`config.mk`:
```
export PLATFORM = sky130hd
export DESIGN_NAME = mem_port_arbiter
export DESIGN_NICKNAME = d
export VERILOG_FILES = /design/src/rtl/mem_arb_pkg.sv /design/src/rtl/mem_arb_starve_cnt.sv /design/src/rtl/mem_port_arbiter.sv
export SDC_FILE = /design/constraint.sdc
export NUM_CORES = 1
export LEC_CHECK = 0
export CORE_MARGIN = 1
export CORE_UTILIZATION = 37
export CTS_CLUSTER_SIZE = 8
export DETAILED_ROUTE_END_ITERATION = 10
export PLACE_DENSITY_LB_ADDON = 0.12
export SYNTH_ARGS = -nofsm -noshare
export SYNTH_HDL_FRONTEND = slang
export SYNTH_SLANG_ARGS = --single-unit
```
`constraint.sdc`:
```
create_clock -name clk -period 1.7 [get_ports clk]
set_clock_uncertainty 0.1 [all_clocks]
set_input_delay 0.34 -clock clk [delete_from_list [all_inputs] [get_ports clk]]
set_output_delay 0.34 -clock clk [all_outputs]
set_load 0.1 [all_outputs]
```
`src/rtl/mem_arb_pkg.sv`:
```
// Shared types and defaults for the instruction/data memory port arbiter.
// Latency: n/a (types, constants and a pure grant-selection function only).
// Backpressure: n/a.
package mem_arb_pkg;

  localparam int unsigned MEM_ARB_AW         = 32;
  localparam int unsigned MEM_ARB_DW         = 32;
  localparam int unsigned MEM_ARB_STARVE_MAX = 4;

  // Which requester currently owns the memory port.
  typedef enum logic [1:0] {
    ST_IDLE  = 2'd0,
    ST_FETCH = 2'd1,
    ST_DATA  = 2'd2
  } arb_state_e;

  // Outcome of one arbitration decision.
  typedef enum logic [1:0] {
    GNT_NONE  = 2'd0,
    GNT_FETCH = 2'd1,
    GNT_DATA  = 2'd2
  } arb_gnt_e;

  // Data wins unless fetch is being forced after a long data streak.
  function automatic arb_gnt_e arb_pick(input logic data_pend,
                                        input logic fetch_pend,
                                        input logic fetch_force);
    arb_gnt_e res;
    res = GNT_NONE;
    if (fetch_force && fetch_pend) begin
      res = GNT_FETCH;
    end else if (data_pend) begin
      res = GNT_DATA;
    end else if (fetch_pend) begin
      res = GNT_FETCH;
    end
    return res;
  endfunction

endpackage

```
`src/rtl/mem_arb_starve_cnt.sv`:
```
// Counts data grants issued while a fetch is waiting; flags when fetch must win.
// Latency: starve_o reflects grants made up to the previous clock edge.
// Backpressure: none; cleared by any fetch grant, saturates at STARVE_MAX.
module mem_arb_starve_cnt
  import mem_arb_pkg::*;
#(
  parameter int unsigned STARVE_MAX = MEM_ARB_STARVE_MAX
) (
  input  logic clk,
  input  logic rst_n,
  input  logic data_gnt_i,
  input  logic fetch_gnt_i,
  input  logic fetch_wait_i,
  output logic starve_o
);

  localparam int unsigned     CW      = $clog2(STARVE_MAX + 1);
  localparam logic [CW-1:0]   CNT_MAX = CW'(STARVE_MAX);

  logic [CW-1:0] cnt_q;
  logic [CW-1:0] cnt_d;

  // Next count: reset on fetch service, advance on each data grant that makes fetch wait.
  always_comb begin
    cnt_d = cnt_q;
    if (fetch_gnt_i) begin
      cnt_d = '0;
    end else if (data_gnt_i && fetch_wait_i && (cnt_q != CNT_MAX)) begin
      cnt_d = cnt_q + CW'(1);
    end
  end

  // Counter register.
  always_ff @(posedge clk or negedge rst_n) begin
    if (!rst_n) begin
      cnt_q <= '0;
    end else begin
      cnt_q <= cnt_d;
    end
  end

  assign starve_o = (cnt_q == CNT_MAX);

endmodule

```
`src/rtl/mem_port_arbiter.sv`:
```
// Shares one memory port between instruction fetch and data load/store; optional fairness under MEM_ARB_FAIR_EN.
// Latency: request in cycle N, mem_ready in first mem_req cycle -> valid pulse in N+2; back-to-back grants add no bubble.
// Backpressure: mem_ready low holds the transaction with stable address/data; requesters see stall_if / stall_mem.
module mem_port_arbiter
  import mem_arb_pkg::*;
#(
  parameter int unsigned AW         = MEM_ARB_AW,
  parameter int unsigned DW         = MEM_ARB_DW,
  parameter int unsigned STARVE_MAX = MEM_ARB_STARVE_MAX
) (
  input  logic          clk,
  input  logic          rst_n,
  input  logic          if_req,
  input  logic [AW-1:0] if_addr,
  output logic [DW-1:0] if_rdata,
  output logic          if_valid,
  input  logic          d_read,
  input  logic          d_write,
  input  logic [AW-1:0] d_addr,
  input  logic [DW-1:0] d_wdata,
  output logic [DW-1:0] d_rdata,
  output logic          d_valid,
  output logic          mem_req,
  output logic          mem_we,
  output logic [AW-1:0] mem_addr,
  output logic [DW-1:0] mem_wdata,
  input  logic [DW-1:0] mem_rdata,
  input  logic          mem_ready,
  output logic          stall_if,
  output logic          stall_mem
);

  arb_state_e    state_q;
  logic          mem_req_q;
  logic          mem_we_q;
  logic [AW-1:0] mem_addr_q;
  logic [DW-1:0] mem_wdata_q;
  logic          if_valid_q;
  logic          d_valid_q;
  logic [DW-1:0] if_rdata_q;
  logic [DW-1:0] d_rdata_q;

  logic     data_pend;
  logic     fetch_pend;
  logic     done_fetch;
  logic     done_data;
  logic     arb_en;
  logic     fetch_force;
  arb_gnt_e gnt;

  // A read+write pair is one request; the write flag decides the direction at grant time.
  assign data_pend  = d_read | d_write;
  assign fetch_pend = if_req;

  // mem_ready only counts while a transaction is outstanding, so IDLE ignores it.
  assign done_fetch = (state_q == ST_FETCH) & mem_ready;
  assign done_data  = (state_q == ST_DATA) & mem_ready;
  assign arb_en     = (state_q == ST_IDLE) | done_fetch | done_data;

  assign gnt = arb_pick(data_pend, fetch_pend, fetch_force);

`ifdef MEM_ARB_FAIR_EN
  logic data_gnt;
  logic fetch_gnt;

  assign data_gnt  = arb_en & (gnt == GNT_DATA);
  assign fetch_gnt = arb_en & (gnt == GNT_FETCH);

  mem_arb_starve_cnt #(
    .STARVE_MAX (STARVE_MAX)
  ) u_starve_cnt (
    .clk          (clk),
    .rst_n        (rst_n),
    .data_gnt_i   (data_gnt),
    .fetch_gnt_i  (fetch_gnt),
    .fetch_wait_i (if_req),
    .starve_o     (fetch_force)
  );
`else
  // Strict data priority: fetch is never forced ahead of pending data.
  assign fetch_force = 1'b0;

  // The starvation window only matters to the fair build; a zero window has no useful meaning in either.
  if (STARVE_MAX == 0) begin : g_zero_starve_window
  end
`endif

  // Port-ownership FSM with registered memory-side and completion outputs.
  always_ff @(posedge clk or negedge rst_n) begin
    if (!rst_n) begin
      state_q     <= ST_IDLE;
      mem_req_q   <= 1'b0;
      mem_we_q    <= 1'b0;
      mem_addr_q  <= '0;
      mem_wdata_q <= '0;
      if_valid_q  <= 1'b0;
      d_valid_q   <= 1'b0;
      if_rdata_q  <= '0;
      d_rdata_q   <= '0;
    end else begin
      if_valid_q <= done_fetch;
      d_valid_q  <= done_data;
      if (done_fetch) begin
        if_rdata_q <= mem_rdata;
      end
      // Stores leave the last load value in place.
      if (done_data && !mem_we_q) begin
        d_rdata_q <= mem_rdata;
      end
      if (arb_en) begin
        unique case (gnt)
          GNT_DATA: begin
            state_q     <= ST_DATA;
            mem_req_q   <= 1'b1;
            mem_we_q    <= d_write;
            mem_addr_q  <= d_addr;
            mem_wdata_q <= d_wdata;
          end
          GNT_FETCH: begin
            state_q    <= ST_FETCH;
            mem_req_q  <= 1'b1;
            mem_we_q   <= 1'b0;
            mem_addr_q <= if_addr;
          end
          default: begin
            state_q   <= ST_IDLE;
            mem_req_q <= 1'b0;
            mem_we_q  <= 1'b0;
          end
        endcase
      end
    end
  end

  assign mem_req   = mem_req_q;
  assign mem_we    = mem_we_q;
  assign mem_addr  = mem_addr_q;
  assign mem_wdata = mem_wdata_q;
  assign if_valid  = if_valid_q;
  assign d_valid   = d_valid_q;
  assign if_rdata  = if_rdata_q;
  assign d_rdata   = d_rdata_q;

  // Stalls release in the same cycle the completion pulse is visible.
  assign stall_if  = if_req & ~if_valid_q;
  assign stall_mem = data_pend & ~d_valid_q;

endmodule

```
==> results of run 1 <==
[stage by stage]
| step | util | instance area (um^2) | instances | setup WS, ns | hold WS, ns |
|---|---|---|---|---|---|
| after floorplan | - | 5510 | 332 | -0.135 | -0.0556 |
| after global placement | 0.682 | 9870 | 787 | -0.470 | 0.106 |
| after detailed placement | 0.682 | 9870 | 787 | -0.522 | 0.110 |
| after CTS | 0.738 | 10700 | 830 | -0.0842 | 0.212 |
| after global routing | 0.764 | 11100 | 842 | -0.150 | 0.235 |
| final | 0.764 | 11100 | 842 | -0.109 | 0.220 |
[worst max path at each step]
stage               depth (start not counted)             to  slack (ns)
floorplan                                   1      stall_mem       -0.13
global placement                            6   mem_addr[22]       -0.47
detailed placement                          5   mem_addr[17]       -0.52
CTS                                         6   mem_addr[14]       -0.08
global route                                6  mem_wdata[28]       -0.15
finish                                      6  mem_wdata[28]       -0.11
[critical path, cell delays in order, from the launching register on]
cell and delay [ns]:
dfrtp_1 0.39, and2b_2 0.24, buf_6 0.13, a211oi_4 0.17, buf_4 0.16, buf_12 0.15, mux2_2 0.35
[state kept, by name, indices dropped and copies added (netlist names)]
| name | flops |
|---|---|
| d_valid | 1 |
| mem_wdata | 32 |
| mem_we | 1 |
| d_rdata | 32 |
| if_valid | 1 |
| if_rdata | 32 |
| mem_addr | 32 |
| mem_req | 1 |
| state_q | 2 |
[layout by cell type, fill, tap and decap left out]
cell type and instances:
nor2_4 3, buf_4 19, clkdlybuf4s50_1 128, buf_12 147, a211oi_4 1, a21o_1 2, mux2_2 93, clkinv_4 2
nand2b_4 1, dfrtp_1 131, and2b_2 1, nor3b_4 1, inv_1 2, nor2b_4 1, clkinvlp_4 3, mux2_4 68
dlygate4sd2_1 4, nor2b_1 1, buf_6 7, bufinv_16 3, inv_2 1, o22a_1 1, nand3b_1 1, clkinv_2 6
clkbuf_16 22, dlygate4sd3_1 1, dfrtp_2 3, a221oi_4 1, clkbuf_1 1, o21ai_0 2, and3b_2 1
[final cells by class]
| type | instances | area share |
|---|---|---|
| clock buffers | 18 | 0.0388 |
| clock inverters | 14 | 0.0145 |
| inverters | 3 | 0.00102 |
| multi-input cells | 178 | 0.204 |
| flip-flops and latches | 134 | 0.303 |
| well taps | 184 | 0.0208 |
| repair buffers | 311 | 0.417 |
[cells by family (layout without fill, tap and decap cells)]
| family | Yosys count | after routing | synth area share |
|---|---|---|---|
| multiplexers | 161 | 161 | 0.331 |
| AND/OR/NAND/NOR | 10 | 10 | 0.0126 |
| flip-flops | 134 | 134 | 0.613 |
| AO/OA/AOI/OAI | 7 | 7 | 0.0146 |
| buffers and inverters | 20 | 346 | 0.0284 |
[per-layer routing]
metal  vias to the layer above  routed length (um)  track usage
met4                         0                 285       0.0783
met1                      1956                6340        0.229
met2                       163                8270        0.351
li1                       1807                   -            -
met3                        18                1410       0.0806
met5                         -                   0            0
[what timing repair did]
item	in CTS	in global routing
endpoints found under the hold margin	10	0
buffers inserted	9	7
setup endpoints to repair	94	94
gates cloned	1	6
pin swaps	1	2
resized for setup	36	55
hold buffers	1	0
==> results.py, run 1 <==
metrics = {
    "min_path": {
        "hold_class": "in -> async",
    },
    "placed_design": {
        "dp_hpwl_mm": 11.0,
        "place_congestion": 0.740,
        "io_buffers": 267,
    },
    "logic_synthesis": {
        "synth_edf_count": 0,
        "yosys.area.top_type": "dfrtp_1",
        "yosys_warnings": 0,
        "synth_fp_nets": 466,
        "synth_top_area_frac": 0.613,
        "synth_ff_type": "dfrtp_1",
        "syn_inst": 332,
        "netlist_area_mm2": 0.00547,
        "synth_cell_type_count": 20,
        "async_flop_share": 1.00,
        "ys_seq_area_frac": 0.613,
        "synth_common_cells": "156 x mux2_2, 134 x dfrtp_1, 9 x buf_6, 6 x buf_2, 5 x mux2_1",
        "syn-mean-instance-area_um2": 16.5,
        "synth_area_leaders": "dfrtp_1 61%, mux2_2 32%, buf_6 1.9%, mux2_1 1.0%, buf_2 0.55%",
        "synth_most_common_cell": "mux2_2",
        "ys_seq_elements": 134,
    },
    "critical_path": {
        "worst-r2r-cell-count": 6,
        "crit_type": "reg -> reg",
        "regToRegEndpoint": "mem_wdata[28]",
        "crit_start": "state_q[1]",
        "required_ns": 1.90,
        "crit_path_end_kind": "register",
        "reg2reg_from": "state_q[1]",
        "cp.arrival_ns": 2.01,
        "cp-start-kind": "register",
        "crit_fanout": 16,
        "rrSetupSlack_ns": -0.11,
    },
    "cts": {
        "htree_levels": 4,
        "clk_latency_ns": 0.41,
        "tritoncts": "yes",
        "cts_root_buf": "clkbuf_16",
        "cts_buffer_depth": 2,
        "cts_buffers": 17,
        "path_clk_slew_ns": 0.06,
        "clock_sinks": 134,
    },
    "finish": {
        "insertedDiodeCount": 0,
        "layout.nets": 779,
        "drive_gt1_frac": 0.584,
        "fill_cells": 890,
        "area_delta_synth_final_pct": 102,
        "seq_area_mm2": 0.00336,
        "multi_input_area_mm2": 0.00226,
    },
    "timing": {
        "period_needed_ns": 1.81,
        "slew_violations": 0,
        "rsz0062_at_grt": "yes",
        "finalSetupTns_ns": -3.41,
        "max_slew.worst_pin.slew_ns": 0.371,
        "setup_viol": 61,
        "clock.fmax_mhz": 553,
        "slew_headroom": 0.752,
        "post-route-period-util": 1.06,
        "setup_slack_ns": -0.109,
        "hold_violations": 0,
    },
    "detailed_routing": {
        "ant_nets": 0,
        "drt_wl_total_mm": 16.3,
        "num_vias": 3944,
        "drt-pass1-iter-count": 4,
        "drt_iter0_drc": 112,
        "post_drt_wl_per_cell_um": 19.4,
        "drc": 0,
        "vias_per_cell": 4.68,
    },
    "job": {
        "cap_violations": 0,
    },
    "floorplan": {
        "die_width_um": 124,
        "core_area_mm2": 0.0145,
        "die_h_um": 124,
        "initial_core_util": 0.378,
        "rows": 44,
        "dieArea_mm2": 0.0153,
        "io_pins": 268,
    },
    "run_status": {
        "violations": "setup timing",
        "status": "complete, but fails checks",
    },
    "global_route": {
        "grtUsageTotal": 0.205,
        "grt_pass1_wl_mm": 23.1,
        "grt_start_max_net_pins": 69,
        "antenna_found_initial": 0,
        "gr-total-overflow": 0,
        "grt_pass1_vias": 4280,
    },
}
Power of run 1 is not shown: default switching activity piles up to over one toggle a cycle in this logic, so the estimate is an artifact.
==> run 2, diff against run 1 <==
- HOLD_SLACK_MARGIN: unset -> 0.06
==> results of run 2 <==
Final layout, timing and power as in run 1 (identical DEF).
Power of run 2 is left out for the same reason.
==> run 3, diff against run 2 <==
- CORE_UTILIZATION: 37 -> 44
- clock period: 1.7 -> 2.2 ns (I/O delays scaled with it)
==> results.py, run 3 (synthesis results as in run 1) <==
metrics = {
    "placed_design": {
        "placedCellCount": 764,
        "dp_hpwl_mm": 9.94,
        "io_buffers": 267,
        "place_congestion": 0.725,
        "dpl-instance-area_mm2": 0.00812,
    },
    "run_status": {
        "status": "finished, final reports clean",
    },
    "cts": {
        "cts_hold_buf": 0,
        "cts_buffer_depth": 2,
        "clock_sinks": 134,
        "htree_levels": 4,
        "tritoncts": "yes",
        "path_clk_slew_ns": 0.05,
        "clk_latency_ns": 0.41,
        "cts_root_buf": "clkbuf_16",
        "cts_buffers": 17,
    },
    "global_route": {
        "grt_pass1_vias": 4076,
        "grt_pass1_wl_mm": 21.2,
        "grt_start_max_net_pins": 135,
        "antenna_found_initial": 0,
        "grtUsageTotal": 0.219,
        "gr-total-overflow": 0,
    },
    "finish": {
        "drive_gt1_frac": 0.547,
        "design_area_mm2": 0.00874,
        "final_core_util": 0.725,
        "final_common_cell": "mux2_2",
        "area_delta_synth_final_pct": 59.8,
        "final_cell_mix": "156 x mux2_2, 140 x buf_4, 134 x dfrtp_1",
        "layout.nets": 749,
        "insertedDiodeCount": 0,
        "fill_cells": 825,
        "instances_no_fill": 795,
    },
    "timing": {
        "finalSetupTns_ns": 0,
        "slew_headroom": 0.501,
        "post-route-period-util": 0.950,
        "rsz0062_at_grt": "no",
        "period_needed_ns": 2.09,
        "max_slew.worst_pin.slew_ns": 0.748,
        "slew_violations": 0,
        "clock.fmax_mhz": 478,
        "setup_viol": 0,
        "hold_violations": 0,
    },
    "critical_path": {
        "crit_fanout": 4,
        "cp.arrival_ns": 1.55,
        "required_ns": 1.66,
        "crit_type": "in -> out",
        "cp-start-kind": "input port",
        "crit_path_end_kind": "output port",
    },
    "floorplan": {
        "io_pins": 268,
        "core_area_mm2": 0.0121,
        "die_h_um": 114,
        "die_width_um": 114,
        "initial_core_util": 0.454,
        "dieArea_mm2": 0.0129,
        "rows": 40,
    },
    "min_path": {
        "hold_class": "in -> async",
    },
    "detailed_routing": {
        "vias_per_cell": 4.80,
        "post_drt_wl_per_cell_um": 16.9,
        "drt_iter0_drc": 100,
        "ant_nets": 0,
        "drt_wl_total_mm": 13.5,
        "drt-pass1-iter-count": 4,
        "drc": 0,
        "num_vias": 3815,
    },
    "job": {
        "cap_violations": 0,
    },
}
run 3: changes by cell type in the layout (fill, tap and decap cells not counted), sizes merged:
cell           change
clkdlybuf4s50      +4
dlygate4sd2        -4
dlygate4sd3        -1
clkinv             -5
buf               -24
clkinvlp           -1
run 3: timing repair:
item | CTS | global route
gates resized for setup | 1 | 1
setup endpoints to repair | 1 | 1
pin swaps | 0 | 0
buffers inserted | 0 | 0
run 3: worst paths after layout:
kind / from / end / slack, ns / cells past startpoint
min in group clk: mem_req / mem_req / 0.38 / 1
worst max register to register: state_q[1] / mem_addr[15] / 0.35 / 4
worst max-delay path: d_write / stall_mem / 0.11 / 5
worst min-delay path: rst_n / mem_addr[17] / 0.009 / 2
worst min register to register: mem_req / mem_req / 0.38 / 1
max in group asynchronous: rst_n / if_valid / 1.40 / 2
run 3: per-stage QoR:
stage | hold WS [ns] | worst slack (ns)
floorplan | 0.0444 | 0.265
global placement | 0.366 | -0.116
detailed placement | 0.376 | -0.174
CTS | 0.0808 | 0.0145
global route | 0.0898 | 0.0611
finish | 0.00922 | 0.109
run 3: cell type report:
| cell class | instances | area, um^2 | share of cell area |
|---|---|---|---|
| well taps | 168 | 210 | 0.0240 |
| inverters | 3 | 11.3 | 0.00129 |
| clock inverters | 8 | 120 | 0.0137 |
| clock buffers | 23 | 498 | 0.0570 |
| repair buffers | 281 | 2550 | 0.292 |
| flip-flops and latches | 134 | 3350 | 0.384 |
| multi-input cells | 178 | 2000 | 0.229 |
run 3: metal layers:
layer,global-route usage,part of all wire,wire length [um]
met3,0.0861,0.088,1190
met5,0,0,0
met1,0.234,0.37,5000
met4,0.104,0.023,304
met2,0.381,0.52,6960
run 3: critical path: stages:
cell             delay, ns
clkdlybuf4s50_1       0.59
nor2_4                0.09
buf_4                 0.15
nor2_4                0.09
buf_12                0.18
Power of run 3 is left out for the same reason.
==> patch 1 (settings of run 2) <==
The 3 states of `arb_state_e` get a one-hot encoding in 3 bits.
--- a/src/rtl/mem_arb_pkg.sv
+++ b/src/rtl/mem_arb_pkg.sv
@@ -8,10 +8,10 @@
   localparam int unsigned MEM_ARB_STARVE_MAX = 4;
 
   // Which requester currently owns the memory port.
-  typedef enum logic [1:0] {
-    ST_IDLE  = 2'd0,
-    ST_FETCH = 2'd1,
-    ST_DATA  = 2'd2
+  typedef enum logic [2:0] {
+    ST_IDLE  = 3'b001,
+    ST_FETCH = 3'b010,
+    ST_DATA  = 3'b100
   } arb_state_e;
 
   // Outcome of one arbitration decision.
Formal check against the unedited RTL: same outputs for any inputs over 4 cycles, from zero or initial values and one cycle with rst_n low; so few cycles prove little.
==> patch 1 against run 2 <==
  * The run still ends with negative setup slack left
  * Critical endpoint is now mem_wdata[14]
  * Sequential cell count up 1
  * Global-route usage up 2.9 points
  * Worst setup slack worse by 0.14 ns
  * Cell area up 2.2%
  * Die area up 0.49%
  * Largest cell class unchanged
  * Routed wire length up 9.4%
  * Cell count up 7.7%
  * Area after synthesis up 0.50%
Power is left out: the tool's default activity adds up to more than one toggle a clock period on the data nets, which glitch-free logic cannot reach.
==> patch 1: results (changes against run 2) <==
| Metric | Value |
|---|---|
| Status | `finished with violations` |
| Failing checks | `negative setup slack` |
| Library cells used by synthesis | `31 (+55%)` |
| Share of layout cells above drive strength 1 | `0.521 (-0.0628)` |
| Vias in the first global route | `4837 (+13%)` |
| DR iter-0 viols | `125 (+12%)` |
| Clk_lat worst skew | `0.41 ns (about the same)` |
| Setup violations, final | `128 (+110%)` |
| Largest net degree at the start of global routing | `41 (-41%)` |
| Global-route wire length before repair | `26200 um (+14%)` |
| Post-synthesis compound-gate area fraction | `0.0558 (+0.0411)` |
| Net Count, Synth | `526 (+13%)` |
| Synth Area in XOR/XNOR | `0.00159 (+0.00159)` |
| Final RePlAce weighted congestion | `0.781 (+5.5%)` |
| Worst slew pin tran | `0.413 ns (+0.0417 ns)` |
| Worst Path Max Fanout | `33 (+17)` |
| Final worst slack | `-0.249 ns (-0.140 ns)` |
| Final net count | `844 (+8.3%)` |
| Sequential fraction of the synthesis area | `0.615 (+0.00171)` |
| Post-synthesis mux area share | `0.255 (-0.0765)` |
| DP HPWL | `12000 um (+8.2%)` |
| Commonest cells in the synthesized netlist | `134 x dfrtp_1, 94 x mux2_2, 38 x nor2_1` |
| Register clock-pin slew on the reported worst setup and hold paths | `0.05 ns` |
| Largest cells by area after synthesis | `dfrtp_1 61%, mux2_2 19%, mux2i_1 5.8%, a21oi_1 3.4%, nor2_1 2.6%` |
| Area post-placement | `9980 um2 (+1.1%)` |
| Total track usage | `0.234 (+0.0289)` |
| Synth Area in Adders | `0 (unchanged)` |
| Worst Path Arrival | `2.14 ns (+0.13 ns)` |
| Post-Synthesis Cells | `392 (+18%)` |
[patch 1: path summary, 6_finish.rpt]
kind / end / cells after the start / slack [ns] / startpoint
max reg2reg: mem_wdata[14] / 4 / -0.25 / state_q[0]
min: mem_wdata[2] / 2 / 0.31 / rst_n
min in group clk: state_q[1] / 3 / 0.36 / if_req
max: mem_wdata[14] / 4 / -0.25 / state_q[0]
min reg2reg: mem_wdata[26] / 1 / 0.46 / mem_wdata[26]
max in group asynchronous: state_q[1] / 3 / 0.60 / rst_n
[patch 1: repair_timing]
item,4_1_cts,5_1_grt
buffers inserted,8,8
hold buffers,1,0
setup endpoints to repair,130,128
gates resized for setup,53,37
hold endpoints to repair,34,0
cloned,9,3
pin swaps,2,2
[patch 1: through the flow]
stage	utilization	setup WS (ns)	hold slack [ns]	std cells	setup TNS (ns)
after detailed placement	0.687	-0.488	0.182	851	-50.56
final	0.778	-0.249	0.313	907	-21.36
after global routing	0.778	-0.280	0.332	906	-26.49
after floorplan	-	-0.297	-0.0556	392	-16.76
after CTS	0.767	-0.242	0.321	900	-22.60
after global placement	0.687	-0.442	0.179	851	-47.44
[patch 1: cells by family after synthesis]
family                    count (synthesis)
buffers and inverters                    29
xor gates and xnor gates                  1
DFF                                     135
and+or+nand+nor                          49
muxes                                   128
AOI/OAI and AO/OA                        50
[patch 1: metal layers]
| metal | part of all wire | routed length [um] | vias to the layer above | GRT usage |
|---|---|---|---|---|
| met4 | 0.014 | 257 | 0 | 0.0811 |
| met2 | 0.54 | 9620 | 186 | 0.423 |
| met3 | 0.10 | 1850 | 20 | 0.101 |
| met5 | 0 | 0 | - | 0 |
| met1 | 0.34 | 6110 | 2239 | 0.240 |
| li1 | - | - | 2019 | - |
[patch 1: final cells by class]
class	instances	area, um2
timing repair buffer	323	4780
sequential	135	3380
fill	825	3230
multi-input combinational	228	2250
clock buffer	23	498
tap	184	230
clock inverter	8	143
inverter	5	18.8
antenna	1	2.50
[patch 1: worst max-delay path, cell delays in order, from the launching register on]
cell     delay [ns]
dfstp_2        0.52
or3b_4         0.42
a31oi_4        0.18
buf_12         0.24
mux2_2         0.37
==> patch 2 (flow settings as in run 2) <==
Made on the original files. Build with the macro `MEM_ARB_FAIR_EN` defined.
--- a/src/rtl/mem_port_arbiter.sv
+++ b/src/rtl/mem_port_arbiter.sv
@@ -1,6 +1,8 @@
 // Shares one memory port between instruction fetch and data load/store; optional fairness under MEM_ARB_FAIR_EN.
 // Latency: request in cycle N, mem_ready in first mem_req cycle -> valid pulse in N+2; back-to-back grants add no bubble.
 // Backpressure: mem_ready low holds the transaction with stable address/data; requesters see stall_if / stall_mem.
+`define MEM_ARB_FAIR_EN
+
 module mem_port_arbiter
   import mem_arb_pkg::*;
 #(
Check against the original RTL: not equivalent (a bounded check fails within 10 cycles, from zero or initial values and one cycle with rst_n low).
==> patch 2 against run 2 <==
  * The run still ends with negative setup slack left
  * Critical path depth grew 5
  * Fmax is 14% lower
  * Worst setup slack got worse by 0.30 ns
  * Synthesized cell count is 41% higher
  * Cell area is 5.1% higher
  * Area after synthesis is 5.4% higher
  * Routed wire length up 9.4%
  * Sequential cell count rose by 3
  * Critical path type unchanged
  * Largest cell class unchanged
  * Highest routed layer unchanged
Power is not shown: default switching activity piles up to over one toggle a cycle in this logic, so the estimate is an artifact.
==> patch 2: results (changes against run 2) <==
| Metric | Value |
|---|---|
| Status | `finished with violations` |
| Failing checks | `negative setup slack` |
| Setup_tns | `-23.28 ns (-19.86 ns)` |
| Vias per cell | `4.79 (+2.2%)` |
| Final worst slack | `-0.410 ns (-0.301 ns)` |
| Post-cts resize count | `27 (-25%)` |
| Setup violations, final | `90 (+48%)` |
| Total number of vias | `4671 (+18%)` |
| Commonest cells in the synthesized netlist | `137 x dfrtp_1, 101 x nand2_1, 39 x nor2_1` |
| Delay-heaviest family, CP | `compound AO/OA/AOI/OAI gates` |
| Largest cells by area after synthesis | `dfrtp_1 59%, mux2_4 7.8%, mux2_2 6.6%, nand2_1 6.6%, mux2i_1 5.7%` |
| Post-CTS Setup Bufs | `3 (-6)` |
| Total track usage | `0.210 (+0.00490)` |
| Global-route wire length before repair | `25700 um (+12%)` |
| Final RePlAce weighted congestion | `0.753 (+1.7%)` |
| Synthesized area per cell | `12.3 um2 (-25%)` |
| Cell count after placement | `932 (+18%)` |
| Vias in the first global route | `4864 (+14%)` |
| Share of layout cells above drive strength 1 | `0.458 (-0.125)` |
| Worst Hold Class | `input port to flop` |
| Largest net degree at the start of global routing | `44 (-36%)` |
| Worst Path Arrival | `2.34 ns (+0.33 ns)` |
| Library cells used by synthesis | `31 (+55%)` |
| Routed len/inst | `18.3 um (-5.6%)` |
| Worst Path Max Fanout | `5 (-11)` |
| Final net count | `920 (+18%)` |
| Area post-placement | `10300 um2 (+4.2%)` |
| Worst Reg-to-Reg Cells | `11 (+5)` |
| DP HPWL | `12100 um (+9.4%)` |
## patch 2: cell types whose count changed after synthesis, sizes merged, moves of 3 or more
cell           run 2  this run
clkbuf             1         7
nand2              0       101
dfrtp            134       137
a21oi              0        35
ha                 0         5
nor2               3        40
mux2i              0        33
o21ai              2         5
mux2             161        64
## patch 2: worst paths after layout
kind / start / end / slack [ns]
max: u_starve_cnt.cnt_q[1] / mem_addr[1] / -0.41
min: d_write / mem_we / 0.30
max reg2reg: u_starve_cnt.cnt_q[1] / mem_addr[1] / -0.41
min reg2reg: if_rdata[25] / if_rdata[25] / 0.44
max in group asynchronous: rst_n / mem_addr[9] / 0.59
min in group asynchronous: rst_n / mem_addr[15] / 0.31
## patch 2: cell type report
| cell class | count | area (um2) |
|---|---|---|
| fill | 929 | 3570 |
| clock buffer | 22 | 474 |
| timing repair buffer | 320 | 4740 |
| clock inverter | 4 | 47.5 |
| inverter | 5 | 18.8 |
| multi-input combinational | 300 | 2680 |
| tap | 188 | 235 |
| sequential | 137 | 3430 |
## patch 2: routing by layer
layer / part of all wire / global-route usage / wire [um] / vias to the layer above
met3: 0.080 / 0.0865 / 1430 / 18
met5: 0 / 0 / 0 / -
met4: 0.014 / 0.0693 / 257 / 0
li1: - / - / - / 2177
met2: 0.52 / 0.364 / 9360 / 168
met1: 0.38 / 0.234 / 6780 / 2308
## patch 2: cell families (layout without fill, tap and decap cells)
logic type,count (synthesis),after routing,synth area share
AO/OA/AOI/OAI,46,46,0.0475
adder cells (fa/ha/maj),5,5,0.0109
buffers and inverters,30,351,0.0380
flip-flops,137,137,0.595
multiplexers,97,97,0.202
AND/OR/NAND/NOR,152,152,0.107
